**config.mk**
```make
export PLATFORM = sky130hd
export DESIGN_NAME = display_mux
export DESIGN_NICKNAME = d
export VERILOG_FILES = /design/src/rtl/display_mux.sv
export SDC_FILE = /design/constraint.sdc
export NUM_CORES = 1
export LEC_CHECK = 0
export CAP_MARGIN = 20
export CORE_MARGIN = 2
export CORE_UTILIZATION = 33
export CTS_CLUSTER_SIZE = 10
export DETAILED_ROUTE_END_ITERATION = 12
export GPL_ROUTABILITY_DRIVEN = 0
export PLACE_DENSITY = 0.52
export SYNTH_ARGS = -nofsm -noshare
export SYNTH_HDL_FRONTEND = slang
export SYNTH_SLANG_ARGS = --single-unit
export TNS_END_PERCENT = 20
```
**constraint.sdc**
```tcl
create_clock -name clock -period 2.5 [get_ports clock]
set_input_delay 0.25 -clock clock [delete_from_list [all_inputs] [get_ports clock]]
set_output_delay 0.25 -clock clock [all_outputs]
set_load 0.03 [all_outputs]
```
**src/rtl/display_mux.sv**
```systemverilog
// display_mux: time-multiplexes eight 7-segment digits onto one shared
// segment bus. A frame is 8 slots of SCAN_DIV cycles; the first cycle of every
// slot is dead time (all anodes off) so ghosting never reaches the next digit.
// Digit contents and status are snapshotted once per frame, and an error status
// blinks the whole display at a rate of BLINK_FRAMES frames per half-period.
module display_mux #(
   parameter int unsigned SCAN_DIV     = 4,
   parameter int unsigned BLINK_FRAMES = 8,
   parameter logic [6:0]  BLANK_SEG    = 7'b1111111
) (
   input  logic       clock,
   input  logic       reset,
   input  logic [6:0] displays [7:0],
   input  logic [1:0] status,
   output logic [7:0] an,
   output logic [6:0] seg,
   output logic       frame_tick
);

   localparam logic [15:0] CNT_LAST   = 16'(SCAN_DIV - 1);
   localparam logic [7:0]  BLINK_LAST = 8'(BLINK_FRAMES - 1);
   localparam logic [1:0]  STATUS_ERR = 2'b10;

   logic [15:0] cnt_q, cnt_d;
   logic [2:0]  idx_q, idx_d;
   logic [6:0]  shadow_q [7:0];
   logic [1:0]  shadow_status_q;
   logic [7:0]  blink_cnt_q, blink_cnt_d;
   logic        blink_phase_q, blink_phase_d;
   logic        frame_tick_q;

   logic slot_end;
   logic snap;
   logic err_q;

   assign slot_end = (cnt_q == CNT_LAST);
   assign snap     = slot_end && (idx_q == 3'd7);
   // Blink bookkeeping looks at the status already in the shadow, so a status
   // arriving on the snapshot edge only starts counting from the next frame.
   assign err_q    = (shadow_status_q == STATUS_ERR);

   // Next-state for the scan position and the blink timer.
   always_comb begin
      cnt_d         = slot_end ? 16'd0 : cnt_q + 16'd1;
      idx_d         = slot_end ? idx_q + 3'd1 : idx_q;
      blink_cnt_d   = blink_cnt_q;
      blink_phase_d = blink_phase_q;
      if (!err_q) begin
         // Outside error both are parked at zero so a new error starts lit.
         blink_cnt_d   = 8'd0;
         blink_phase_d = 1'b0;
      end else if (snap) begin
         if (blink_cnt_q == BLINK_LAST) begin
            blink_cnt_d   = 8'd0;
            blink_phase_d = ~blink_phase_q;
         end else begin
            blink_cnt_d   = blink_cnt_q + 8'd1;
         end
      end
   end

   // Scan counters, blink state and the end-of-frame pulse.
   always_ff @(posedge clock or posedge reset) begin
      if (reset) begin
         cnt_q         <= 16'd0;
         idx_q         <= 3'd0;
         blink_cnt_q   <= 8'd0;
         blink_phase_q <= 1'b0;
         frame_tick_q  <= 1'b0;
      end else begin
         cnt_q         <= cnt_d;
         idx_q         <= idx_d;
         blink_cnt_q   <= blink_cnt_d;
         blink_phase_q <= blink_phase_d;
         frame_tick_q  <= snap;
      end
   end

   // Frame snapshot of the digit patterns and status; inputs are plain levels.
   always_ff @(posedge clock or posedge reset) begin
      if (reset) begin
         for (int i = 0; i < 8; i++) begin
            shadow_q[i] <= BLANK_SEG;
         end
         shadow_status_q <= 2'b00;
      end else if (snap) begin
         for (int i = 0; i < 8; i++) begin
            shadow_q[i] <= displays[i];
         end
         shadow_status_q <= status;
      end
   end

   // Output decode purely from registered state (reset therefore acts at once).
   always_comb begin
      an  = 8'hFF;
      seg = BLANK_SEG;
      if (cnt_q != 16'd0) begin
         an = ~(8'h01 << idx_q);
         if (!(err_q && blink_phase_q)) begin
            seg = shadow_q[idx_q];
         end
      end
   end

   assign frame_tick = frame_tick_q;

endmodule

```
-- Word level (Yosys, flattened, before mapping)
Index checks and enable logic that the tools add are counted.
- $add $sub $neg: 3
- magnitude comparators: 1
- equal/unequal tests: 6
- shift operators: 1
- mux-type cells: 12
- bitwise gates (word level): 2
- reductions and logical operators: 4
- operators by type and width (cell ; count):
    $mux W8 ; 4
    $bmux W7 S3 ; 1
    $mux W7 ; 3
    $add A16 B1 Y16 const B ; 1
    $eq A16 B2 Y1 const B ; 1
    $mux W16 ; 1
    $reduce_bool A16 Y1 ; 1
    $add A8 B1 Y8 const B ; 1
    $eq A8 B3 Y1 const B ; 1
    $not A8 Y8 ; 1
    $shl A1 B3 Y8 const A ; 1
    $lt A3 B4 Y1 const B ; 1
    $add A3 B1 Y3 const B ; 1
    $eq A3 B3 Y1 const B ; 1
    $mux W1 ; 3
    $eq A2 B2 Y1 const B ; 1
    $logic_and A1 B1 Y1 ; 2
    $ne A2 B1 Y1 const B ; 1
    $ne A2 B2 Y1 const B ; 1
    $reduce_and A2 Y1 ; 1
    $not A1 Y1 ; 1
- flip-flop bits (word level): 87
- input port bits: 60
- output and inout port bits: 16

-- Depth between registers and ports, before layout
- depth after elaboration: 4
- gate-level depth with buffers: 8

-- Worst setup path before layout
No wires, ideal clock.
- kind: register to output
- start: register idx_q[0]
- end: output seg[5]
- data arrival time: 1.725 ns
- data required time: 2.250 ns
- slack: 0.525 ns
- stages on the path, launching flop included: 6
- cells stage by stage: dfrtp_1 buf_2 buf_2 mux4_2 nand2_1 nand3_1
- longest elaborated chain between the ends: 4
- RTL lines (what ; RTL line ; source):
    from (decl) ; 25 ; logic [2:0] idx_q, idx_d;
    from (signal assigned) ; 72 ; idx_q <= idx_d;
    $bmux W7 S3 ; 101 ; seg = shadow_q[idx_q];
    $mux W7 (not written as such) ; 101 ;
    $mux W7 ; 100 ; if (!(err_q && blink_phase_q)) begin
    $mux W7 ; 98 ; if (cnt_q != 16'd0) begin
    to (decl) ; 16 ; output logic [6:0] seg,
Every way passes these cells. The select of a mux whose other input is x is not followed.

-- Final worst setup path
- start: register cnt_q[8]
- end: output an[5]
- longest elaborated chain between the ends: 2
- RTL lines (what ; RTL line ; source):
    from (decl) ; 24 ; logic [15:0] cnt_q, cnt_d;
    from (signal assigned) ; 71 ; cnt_q <= cnt_d;
    $reduce_bool A16 Y1 ; 98 ;
    $mux W8 ; 98 ;
    to (decl) ; 15 ; output logic [7:0] an,
Every way passes these cells.

==> results by group <==
Placed design
  – I/O Buffers: 75
  – Post-DP HPWL: about 6.5 mm
  – Inst Count DP: 566
  – Place WS: slightly above 0.1 ns
  – Placed Area: approximately 0.0053 mm^2

Setup path
  – WS Path Type: reg2out
  – Worst Setup End Kind: output pin
  – Crit Path Max Fanout: 5
  – Data arrival, critical path: 2.13 ns
  – Slowest stage delay, CP: 0.41 ns
  – Worst EP required: approximately 2.3 ns
  – Crit start category: register
  – Crit-path slowest cell: dfrtp_1
  – Worst-path cell chain: nor4_4, and4_2, buf_4, nand2_1, nand3_1, clkdlybuf4s15_1

Global routing
  – GR Overflow Total: 0
  – Antenna violations before repair: 0
  – GRT Total Usage: roughly 15%
  – Largest net degree at the start of global routing: 61
  – Vias in the first global route: ~3.0k
  – Global-route wire length before repair: approximately 15 mm

Clocking
  – Worst-path clk slew: roughly 0.06 ns
  – Clock sink count: slightly below 90
  – CTS root buffer: clkbuf_16
  – CTS buffer count: 9
  – CTS tree: built
  – Clk Latency, worst-skew pair: ~0.34 ns
  – CTS Buffer Depth: 2
  – Htree depth: 3

Worst hold path
  – HP Class: reg2reg

Finish
  – Fill count: 1145
  – Layout Nets: 474
  – Final antenna diode count: 0
  – Layout cells sized above 1: around 44%
  – Post-route cell area: about 0.0056 mm^2
  – FF/Latch Area: 0.002247 mm^2
  – Area Growth Syn to Fin: 32.75%
  – Non-filler cells, final: roughly 580
  – Multi-input logic area: 0.001853 mm^2

Job
  – Max-Cap Viols: 0

Pwr
  – Leakage: between 2 and 2.5 nW
  – Max VDD drop: between 0.2 and 0.25 mV
  – Sw Share: around a fifth
  – Clock power share: between 40% and 50%
  – Combinational power share: under 10%
  – Internal power: ~2.4 mW
  – Sequential share of power: 50.6%
  – Power Density: between 500 and 600 mW/mm^2
  – Switch Pwr: between 600 and 700 uW

STA
  – Max-slew violations: 0
  – Worst Setup Slack, final: ~0.12 ns
  – Hold WS: between 0.5 and 0.6 ns
  – Setup TNS: 0 ns
  – Final min period: 2.375 ns
  – Skew final: ~0.0046 ns
  – Period utilization: between 90% and 100%
  – Fmax: 421.0 MHz
  – Final Hold Fails: 0
  – Unrepaired setup endpoints after global routing: false
  – # setup viols final: 0
  – Relative slew slack: between 60% and 70%
  – Worst-Margin Slew: slightly above 0.5 ns

Route
  – Detail Route Antenna Nets: 0
  – Total wire length: approximately 9 mm
  – TritonRoute pass-1 iters: 4
  – Drt drc: 0
  – Initial drt markers: roughly 100
  – Routed wire per std cell: 15.40 um
  – Routed vias: 2765
  – Routed vias/inst: between 4 and 5

Synth
  – Mapped Cells: between 300 and 400
  – Async S/R FF share, synth: 100.0%
  – Top-count cell post-synth: mux2_2
  – Mux cell area share after synthesis: 24.18%
  – Compound-gate portion of the synthesized area: between 2 and 3%
  – Syn Area/Cell: around 14 um^2
  – Synthesized flop and latch total: 87
  – Simple-gate share of the synthesized area: 11.24%
  – Largest family of logic cells by synthesized area: multiplexers
  – Synth area leaders: dfstp_2, dfrtp_1, mux2_2
  – Synth Cell Area: approximately 0.0042 mm^2
  – Post-synth top area cell: dfstp_2
  – Most used DFF post-synth: dfstp_2
  – Synth Area in Adders: between 2 and 3%
  – EDFF count, synth: 0
  – Synth cell count leaders: mux2_2, dfstp_2, dfrtp_1
  – Unique masters post-synth: 38
  – Seq/Total Area, Yosys: 53.28%
  – Ys Warns: 0
  – XOR/XNOR Fraction of Synth Area: under 10%
  – Synth Net Count: 379
  – Top-area cell type share of the netlist area: a little over a third

Floorplan
  – Die Width: around 120 um
  – Top Ports: between 70 and 80
  – Standard-cell rows: around 40
  – Area of the core: about 0.013 mm^2
  – Die area: about 0.014 mm^2
  – Die height: ~120 um
  – Starting Density: 33.56%

Outcome
  – Status: completed
-- final timing paths --
kind	from	end	slack [ns]	depth (start not counted)
max	cnt_q[8]	an[5]	0.12	6
min	shadow_status_q[0]	shadow_status_q[0]	0.50	1
max reg2reg	idx_q[0]	shadow_q[55]	0.25	7
min reg2reg	shadow_status_q[0]	shadow_status_q[0]	0.50	1
max in group asynchronous	reset	shadow_q[54]	1.50	3
min in group asynchronous	reset	shadow_q[6]	0.59	2
-- what timing repair did --
action	4_1_cts	5_1_grt
endpoints found under the setup margin	10	25
setup buffers	0	0
resized for setup	11	5
hold buffers	0	0
-- critical path: cells and delay by family, from the launching register on --
kind | cells | cell delay, ns
buf+inv | 2 | 0.50
simple gates | 4 | 0.88
flops | 1 | 0.41
-- layout make-up --
class | instances | share of cell area, %
clock buffer | 15 | 4.961
inverter | 11 | 0.8492
tap | 172 | 3.844
timing repair buffer | 97 | 17.12
multi-input combinational | 199 | 33.10
sequential | 87 | 40.13
-- layer usage --
| metal | vias up | wire (um) | track usage (%) |
|---|---|---|---|
| li1 | 1313 | - | - |
| met1 | 1382 | 4020 | 18.85 |
| met2 | 57 | 4213 | 22.58 |
| met3 | 13 | 545 | 5.870 |
| met4 | 0 | 170 | 5.020 |
| met5 | - | 0 | 0 |
-- kinds of logic after synthesis --
group	count (synthesis)
and+or+nand+nor	80
muxes	77
adders and majority gates	9
DFF	87
buffers and inverters	24
AOI/OAI and AO/OA	19
xor gates and xnor gates	14
-- layout by cell type, fill, tap and decap left out, drive strengths merged --
cell type,n
dlygate4sd2,6
nor4bb,2
nand4,7
and2,2
clkdlybuf4s15,4
nor3,2
a21oi,9
mux4,14
a311oi,1
xor2,4
a21boi,1
xnor2,10
o31ai,3
nand2b,1
clkbuf,15
a31oi,1
dfrtp,31
nand2,28
nor4,3
mux2i,4
and4,4
inv,8
dfstp,56
ha,9
a22oi,1
nand3,16
buf,27
or3,3
nor2,6
o21ai,3
and3,3
or4,3
clkinv,3
mux2,59
clkdlybuf4s50,60
-- flip-flops by register name, indices dropped and copies added, names as in the netlist --
signal / flops
cnt_q: 16
blink_cnt_q: 8
blink_phase_q: 1
idx_q: 3
shadow_status_q: 2
frame_tick: 1
shadow_q: 56
-- power groups by stage --
stage	clock network [mW]	registers [mW]	logic, mW
final	1.26	1.52	0.222
after global routing	1.39	1.52	0.242
after CTS	1.30	1.52	0.228
after detailed placement	0	1.54	0.230
after global placement	0	1.54	0.228
after floorplan	0	1.53	0.101
-- per-stage QoR --
stage	util [%]	power (mW)
after floorplan	-	1.629
after global placement	42.31	1.765
after detailed placement	42.31	1.769
after CTS	44.46	3.044
after global routing	44.55	3.157
final	44.55	2.996
Note: power is estimated with default switching activity, not from simulation.
